File: config.mk
export PLATFORM = sky130hd
export DESIGN_NAME = yin_tau_search
export DESIGN_NICKNAME = d
export VERILOG_FILES = /design/src/rtl/yin_pkg.sv /design/src/rtl/yin_scaled_cmp.sv /design/src/rtl/yin_tau_search.sv
export SDC_FILE = /design/constraint.sdc
export NUM_CORES = 2
export LEC_CHECK = 0
export ABC_AREA = 1
export CAP_MARGIN = 0
export CORE_ASPECT_RATIO = 0.9
export CORE_UTILIZATION = 63
export CTS_BUF_LIST = sky130_fd_sc_hd__clkbuf_8 sky130_fd_sc_hd__clkbuf_16
export DETAILED_ROUTE_END_ITERATION = 8
export GPL_TIMING_DRIVEN = 0
export PLACE_DENSITY = 0.87
export SLEW_MARGIN = 40
export SYNTH_ARGS = -nofsm -noshare
export SYNTH_HDL_FRONTEND = slang
export SYNTH_SLANG_ARGS = --single-unit
export TNS_END_PERCENT = 10
File: constraint.sdc
create_clock -name clk -period 6.3 [get_ports clk]
set_input_delay 0.945 -clock clk [delete_from_list [all_inputs] [get_ports clk]]
set_output_delay 0.945 -clock clk [all_outputs]
set_load 0.02 [all_outputs]
File: src/rtl/yin_pkg.sv
// Shared definitions for the YIN tau search: FSM states and percent scaling.
// The DESCEND state exists only when YIN_TAU_LOCAL_MIN_EN is defined.
package yin_pkg;

  localparam int PCT_SCALE = 100;
  localparam int PCT_MAX   = 100;

  typedef enum logic [2:0] {
    ST_IDLE    = 3'd0,
    ST_PREP    = 3'd1,
    ST_SCAN    = 3'd2,
`ifdef YIN_TAU_LOCAL_MIN_EN
    ST_DESCEND = 3'd3,
`endif
    ST_DRAIN   = 3'd4,
    ST_DONE    = 3'd5
  } state_e;

endpackage

File: src/rtl/yin_scaled_cmp.sv
// Combinational full-width test a*PCT_SCALE < b.
// The internal width is wide enough that neither operand can overflow.
module yin_scaled_cmp
  import yin_pkg::*;
#(
  parameter int A_WIDTH = 64,
  parameter int B_WIDTH = 71
) (
  input  logic [A_WIDTH-1:0] a_i,
  input  logic [B_WIDTH-1:0] b_i,
  output logic               lt_o
);

  // Seven extra bits hold a*100 because 100 < 2**7.
  localparam int W = (A_WIDTH + 7 > B_WIDTH) ? A_WIDTH + 7 : B_WIDTH;

  logic [W-1:0] a_ext;
  logic [W-1:0] b_ext;
  logic [W-1:0] a_scaled;

  assign a_ext    = W'(a_i);
  assign b_ext    = W'(b_i);
  assign a_scaled = a_ext * W'(PCT_SCALE);
  assign lt_o     = a_scaled < b_ext;

endmodule

File: src/rtl/yin_tau_search.sv
// YIN tau search: finds the first d'(tau) below average*pct/100, else the global minimum.
// Defining YIN_TAU_LOCAL_MIN_EN adds a DESCEND phase that follows the dip to its local minimum.
module yin_tau_search
  import yin_pkg::*;
#(
  parameter int DATA_WIDTH = 64,
  parameter int MAX_TAU    = 40,
  parameter int TAU_BITS   = 8,
  parameter int PCT_BITS   = 7
) (
  input  logic                  clk,
  input  logic                  reset,
  input  logic                  start,
  input  logic [DATA_WIDTH-1:0] average,
  input  logic [PCT_BITS-1:0]   thresh_pct,
  input  logic                  in_valid,
  input  logic [DATA_WIDTH-1:0] in_data,
  output logic                  in_ready,
  output logic                  busy,
  output logic                  done,
  output logic [TAU_BITS-1:0]   min_tau,
  output logic [DATA_WIDTH-1:0] min_value,
  output logic                  found
);

  localparam int PW = DATA_WIDTH + PCT_BITS;
  localparam logic [TAU_BITS-1:0] LAST_TAU = TAU_BITS'(MAX_TAU - 1);

  state_e                state_q, state_d;
  logic [DATA_WIDTH-1:0] avg_q, avg_d;
  logic [PCT_BITS-1:0]   pct_q, pct_d;
  logic [PW-1:0]         thr_q, thr_d;
  logic [TAU_BITS-1:0]   tau_q, tau_d;
  logic [TAU_BITS-1:0]   best_tau_q, best_tau_d;
  logic [DATA_WIDTH-1:0] best_val_q, best_val_d;
  logic                  hit_q, hit_d;
  logic [TAU_BITS-1:0]   gmin_tau_q, gmin_tau_d;
  logic [DATA_WIDTH-1:0] gmin_val_q, gmin_val_d;
  logic [TAU_BITS-1:0]   min_tau_q, min_tau_d;
  logic [DATA_WIDTH-1:0] min_value_q, min_value_d;
  logic                  found_q, found_d;

  logic below;
  logic accept;
  logic last_beat;

  yin_scaled_cmp #(
    .A_WIDTH(DATA_WIDTH),
    .B_WIDTH(PW)
  ) u_cmp (
    .a_i (in_data),
    .b_i (thr_q),
    .lt_o(below)
  );

  always_comb begin
    in_ready = 1'b0;
    case (state_q)
      ST_SCAN:    in_ready = 1'b1;
`ifdef YIN_TAU_LOCAL_MIN_EN
      ST_DESCEND: in_ready = 1'b1;
`endif
      ST_DRAIN:   in_ready = 1'b1;
      default:    in_ready = 1'b0;
    endcase
  end

  assign accept    = in_valid & in_ready;
  assign last_beat = accept && (tau_q == LAST_TAU);
  assign busy      = (state_q != ST_IDLE);
  assign done      = (state_q == ST_DONE);
  assign min_tau   = min_tau_q;
  assign min_value = min_value_q;
  assign found     = found_q;

  always_comb begin
    state_d     = state_q;
    avg_d       = avg_q;
    pct_d       = pct_q;
    thr_d       = thr_q;
    tau_d       = tau_q;
    best_tau_d  = best_tau_q;
    best_val_d  = best_val_q;
    hit_d       = hit_q;
    gmin_tau_d  = gmin_tau_q;
    gmin_val_d  = gmin_val_q;
    min_tau_d   = min_tau_q;
    min_value_d = min_value_q;
    found_d     = found_q;

    case (state_q)
      ST_IDLE: begin
        if (start) begin
          avg_d      = average;
          pct_d      = (thresh_pct > PCT_BITS'(PCT_MAX)) ? PCT_BITS'(PCT_MAX) : thresh_pct;
          tau_d      = '0;
          hit_d      = 1'b0;
          best_tau_d = '0;
          best_val_d = '0;
          // An all-ones seed with tau 1 still yields the earliest tau if every beat is all-ones.
          gmin_tau_d = TAU_BITS'(1);
          gmin_val_d = '1;
          state_d    = ST_PREP;
        end
      end
      ST_PREP: begin
        thr_d   = PW'(avg_q) * PW'(pct_q);
        state_d = ST_SCAN;
      end
      ST_SCAN: begin
        if (accept) begin
          tau_d = tau_q + TAU_BITS'(1);
          if (tau_q != '0) begin
            if (in_data < gmin_val_q) begin
              gmin_tau_d = tau_q;
              gmin_val_d = in_data;
            end
            if (below) begin
              best_tau_d = tau_q;
              best_val_d = in_data;
              hit_d      = 1'b1;
`ifdef YIN_TAU_LOCAL_MIN_EN
              state_d    = ST_DESCEND;
`else
              state_d    = ST_DRAIN;
`endif
            end
          end
          if (last_beat) state_d = ST_DONE;
        end
      end
`ifdef YIN_TAU_LOCAL_MIN_EN
      ST_DESCEND: begin
        if (accept) begin
          tau_d = tau_q + TAU_BITS'(1);
          if (in_data < best_val_q) begin
            best_tau_d = tau_q;
            best_val_d = in_data;
          end else begin
            state_d = ST_DRAIN;
          end
          if (last_beat) state_d = ST_DONE;
        end
      end
`endif
      ST_DRAIN: begin
        if (accept) begin
          tau_d = tau_q + TAU_BITS'(1);
          if (last_beat) state_d = ST_DONE;
        end
      end
      ST_DONE: state_d = ST_IDLE;
      default: state_d = ST_IDLE;
    endcase

    // Results are published on the final beat so they include that beat's effect.
    if (last_beat) begin
      found_d     = hit_d;
      min_tau_d   = hit_d ? best_tau_d : gmin_tau_d;
      min_value_d = hit_d ? best_val_d : gmin_val_d;
    end
  end

  always_ff @(posedge clk or negedge reset) begin
    if (!reset) begin
      state_q     <= ST_IDLE;
      avg_q       <= '0;
      pct_q       <= '0;
      thr_q       <= '0;
      tau_q       <= '0;
      best_tau_q  <= '0;
      best_val_q  <= '0;
      hit_q       <= 1'b0;
      gmin_tau_q  <= '0;
      gmin_val_q  <= '0;
      min_tau_q   <= '0;
      min_value_q <= '0;
      found_q     <= 1'b0;
    end else begin
      state_q     <= state_d;
      avg_q       <= avg_d;
      pct_q       <= pct_d;
      thr_q       <= thr_d;
      tau_q       <= tau_d;
      best_tau_q  <= best_tau_d;
      best_val_q  <= best_val_d;
      hit_q       <= hit_d;
      gmin_tau_q  <= gmin_tau_d;
      gmin_val_q  <= gmin_val_d;
      min_tau_q   <= min_tau_d;
      min_value_q <= min_value_d;
      found_q     <= found_d;
    end
  end

endmodule

==> results.md <==
- Die Span Y: 251 um
- Routed WL: 133000 um
- Initial antenna violation count: 5
- Final min period: 6.19 ns
- Clock sink total: 371
- EDFF count, synth: 0
- Final core utilization: 73.1%
- Final HPWL DP: 106000 um
- Area delta synth->final: 14.0%
- #FFs+latches synth: 371
- Grt ovf: 0
- Routability Congestion: 1.01
- Placed cell area: 0.0467 sq mm
- Final #Nets: 7353
- Pre-CTS setup slack: -2.43 ns
- Worst-skew pair later-pin latency: 0.60 ns
- Top FF cell, synth: dfrtp_1
- Post-DR vias/cell: 5.66
- Final setup TNS: 0 ns
- CP peak stage delay: 0.50 ns
- Seq/Total Area, Yosys: 21.5%
- DR WL/cell: 18.2 um
- Fin crit share: 98.3%
- Ys async rst share: 100%
- Max-cap violations: 0
- CP endpoint kind: flip-flop
- Area of the die: 0.0697 sq mm
- Worst Path Buf+Inv: 9
- Unique masters post-synth: 42
- Clock Tree Root: clkbuf_16
- IO Port Bufs: 214
- Placement row count: 90
- DR vias: 41500
- Slew margin rel.: 37.0%
- Synth Warn #: 0
- Crit start category: input port
- Critical Path RT: 6.75 ns
- Outcome: finished, final reports clean
- Die width: 278 um
- GRT Util Overall: 38.3%
- Antenna viol nets, final: 0
- Drt drc: 0
- CTS buffer count: 41
- Crit path DAT: 6.65 ns
- H-tree levels: 2
- CTS Buffer Depth: 3
- Hold WC Path Type: input port to asynchronous set/reset pin
- RSZ-0062 raised after global routing: true
- Final setup viols: 0
- Post-synth net total: 7064
- Share of cells above drive strength 1: 6.40%
- Cell family with the largest share of critical-path delay: simple AND/OR/NAND/NOR gates
- Initial core utilization: 64.1%
- Gate Count Post-Synth: 6138
- Mapped Avg Cell Area: 7.05 sq um
- Clk slew on worst S/H paths: 0.06 ns
- Layout Skew: 0.0332 ns
- Slack of the critical path: 0.107 ns
- Max Freq: 161 MHz
- Iteration-0 DRC count of the detailed router: 4130
- Slowest CP cell: fa_1
- Final-report hold violation count: 0
- Detailed Routing Iterations Pass 1: 9
- Largest net degree at the start of global routing: 76
- Crit Path Max Fanout: 10
- Core Area: 0.0675 sq mm
- CTS tree: yes
- Post-Syn Area: 0.0432 sq mm
- Number of global-route vias before repair: 40700
- Max-slew violation count: 0
- # IOs: 215
- First-pass GRT wire length: 212000 um
- Crit Path Class: input port to flip-flop
- Final instance area: 0.0493 sq mm
- Least-Margin Pin Slew: 0.945 ns
==> metal layers <==
layer / track usage, % / up-vias / part of all wire, %
met3: 8.31 / 296 / 9.9
met5: 0 / - / 0.015
met4: 11.7 / 2 / 3.2
met2: 60.3 / 1957 / 45
met1: 52.8 / 19800 / 42
li1: - / 19500 / -
==> stage by stage <==
stage / cells / hold WS (ns)
floorplan: 6138 / 0.449
global placement: 7226 / 0.467
detailed placement: 7234 / 0.472
CTS: 7320 / 0.234
global route: 7334 / 0.252
finish: 7336 / 0.232
==> flip-flops by register name, indices dropped and copies added, names as in the netlist <==
name and flops:
found 1, hit_q 1, avg_q 64, best_tau_q 8, min_tau 8, best_val_q 64
min_value 64, tau_q 8, pct_q 7, state_q 3, gmin_val_q 64, gmin_tau_q 8
thr_q 71
==> synthesized netlist by cell type (2+ instances only) <==
cell | n | area, sq um
o211ai_1 | 14 | 105
a31oi_1 | 28 | 175
nor2_1 | 407 | 1530
o22ai_1 | 5 | 31.3
dfrtp_1 | 371 | 9280
a211oi_1 | 4 | 30.0
nor2_2 | 2 | 12.5
xnor2_1 | 33 | 289
inv_2 | 3 | 11.3
inv_1 | 1278 | 4800
a221oi_1 | 6 | 52.6
nand4_1 | 94 | 588
nand2_1 | 1679 | 6300
o21bai_1 | 18 | 135
nor3_1 | 33 | 165
and3_1 | 4 | 25.0
nor4_1 | 12 | 75.1
or2_2 | 20 | 125
a21boi_0 | 11 | 82.6
buf_1 | 34 | 128
buf_2 | 22 | 110
o21ai_0 | 286 | 1430
nand3_1 | 342 | 1710
clkbuf_1 | 133 | 499
nand3b_1 | 5 | 37.5
ha_1 | 419 | 5240
fa_1 | 368 | 7370
o21a_1 | 20 | 150
o211a_1 | 2 | 20.0
xor2_1 | 54 | 473
a21oi_1 | 336 | 1680
a21o_1 | 20 | 150
clkbuf_2 | 64 | 320
and2_1 | 3 | 18.8
==> worst paths after layout <==
| kind | start | endpoint | slack (ns) | depth (start not counted) |
|---|---|---|---|---|
| min in group clk | thr_q[42]$_DFFE_PN0P_ | thr_q[42]$_DFFE_PN0P_ | 0.49 | 2 |
| setup / recovery | in_data[18] | min_value[41]$_DFFE_PN0P_ | 0.11 | 34 |
| hold reg to reg | thr_q[42]$_DFFE_PN0P_ | thr_q[42]$_DFFE_PN0P_ | 0.49 | 2 |
| max in group asynchronous | reset | gmin_val_q[50]$_DFF_PN0_ | 4.94 | 3 |
| hold / removal | reset | avg_q[6]$_DFFE_PN0P_ | 0.23 | 1 |
| setup reg to reg | pct_q[3]$_DFFE_PN0P_ | thr_q[54]$_DFFE_PN0P_ | 0.11 | 20 |
==> cells in the final DEF, fill, tap and decap left out, types with 14 or more instances in the layout <==
cell type        Yosys  layout
fa_1               368     368
a31oi_1             28      22
dlymetal6s2s_1       0      41
or2_2               20      20
a21o_1              20      20
clkdlybuf4s50_1      0     161
xnor2_1             33      33
nand3_1            342     335
nor3_1              33      26
dfrtp_1            371     371
ha_2                 0      33
a21oi_1            336     306
a21oi_2              0      22
nor2_1             407     393
xor2_1              54      54
clkbuf_1           133      81
inv_1             1278    1284
buf_4                0      28
o21bai_1            18      17
buf_1               34      25
o21a_1              20      20
ha_1               419     382
clkbuf_2            64     108
nand2_1           1679    1670
o21ai_0            286     266
o211ai_1            14      14
buf_2               22      21
clkbuf_16            0      43
nand4_1             94      94
==> cell type report <==
type	instances	area, sq um
Clock inverter	28	330
Antenna cell	5	12.5
Buffer	253	1200
Clock buffer	45	1100
Timing Repair Buffer	246	2650
Sequential cell	371	9280
Fill cell	5294	18100
Multi-Input combinational cell	4233	28800
Inverter	1281	4810
Tap cell	874	1090
==> cell families after synthesis <==
kind of cell / share of synthesized area (%)
xor+xnor: 1.76
flops: 21.5
compound gates: 9.47
fa+ha+maj: 29.2
buf+inv: 13.6
simple gates: 24.6
==> repair_timing <==
item,in CTS,in global routing
buffers inserted,13,10
pin swaps,7,17
resized for setup,108,242
endpoints found under the setup margin,149,151
hold buffers,0,0
hold endpoints to repair,0,0
Power is left out: the tool's default activity adds up to more than one toggle a clock period on the data nets, which glitch-free logic cannot reach.
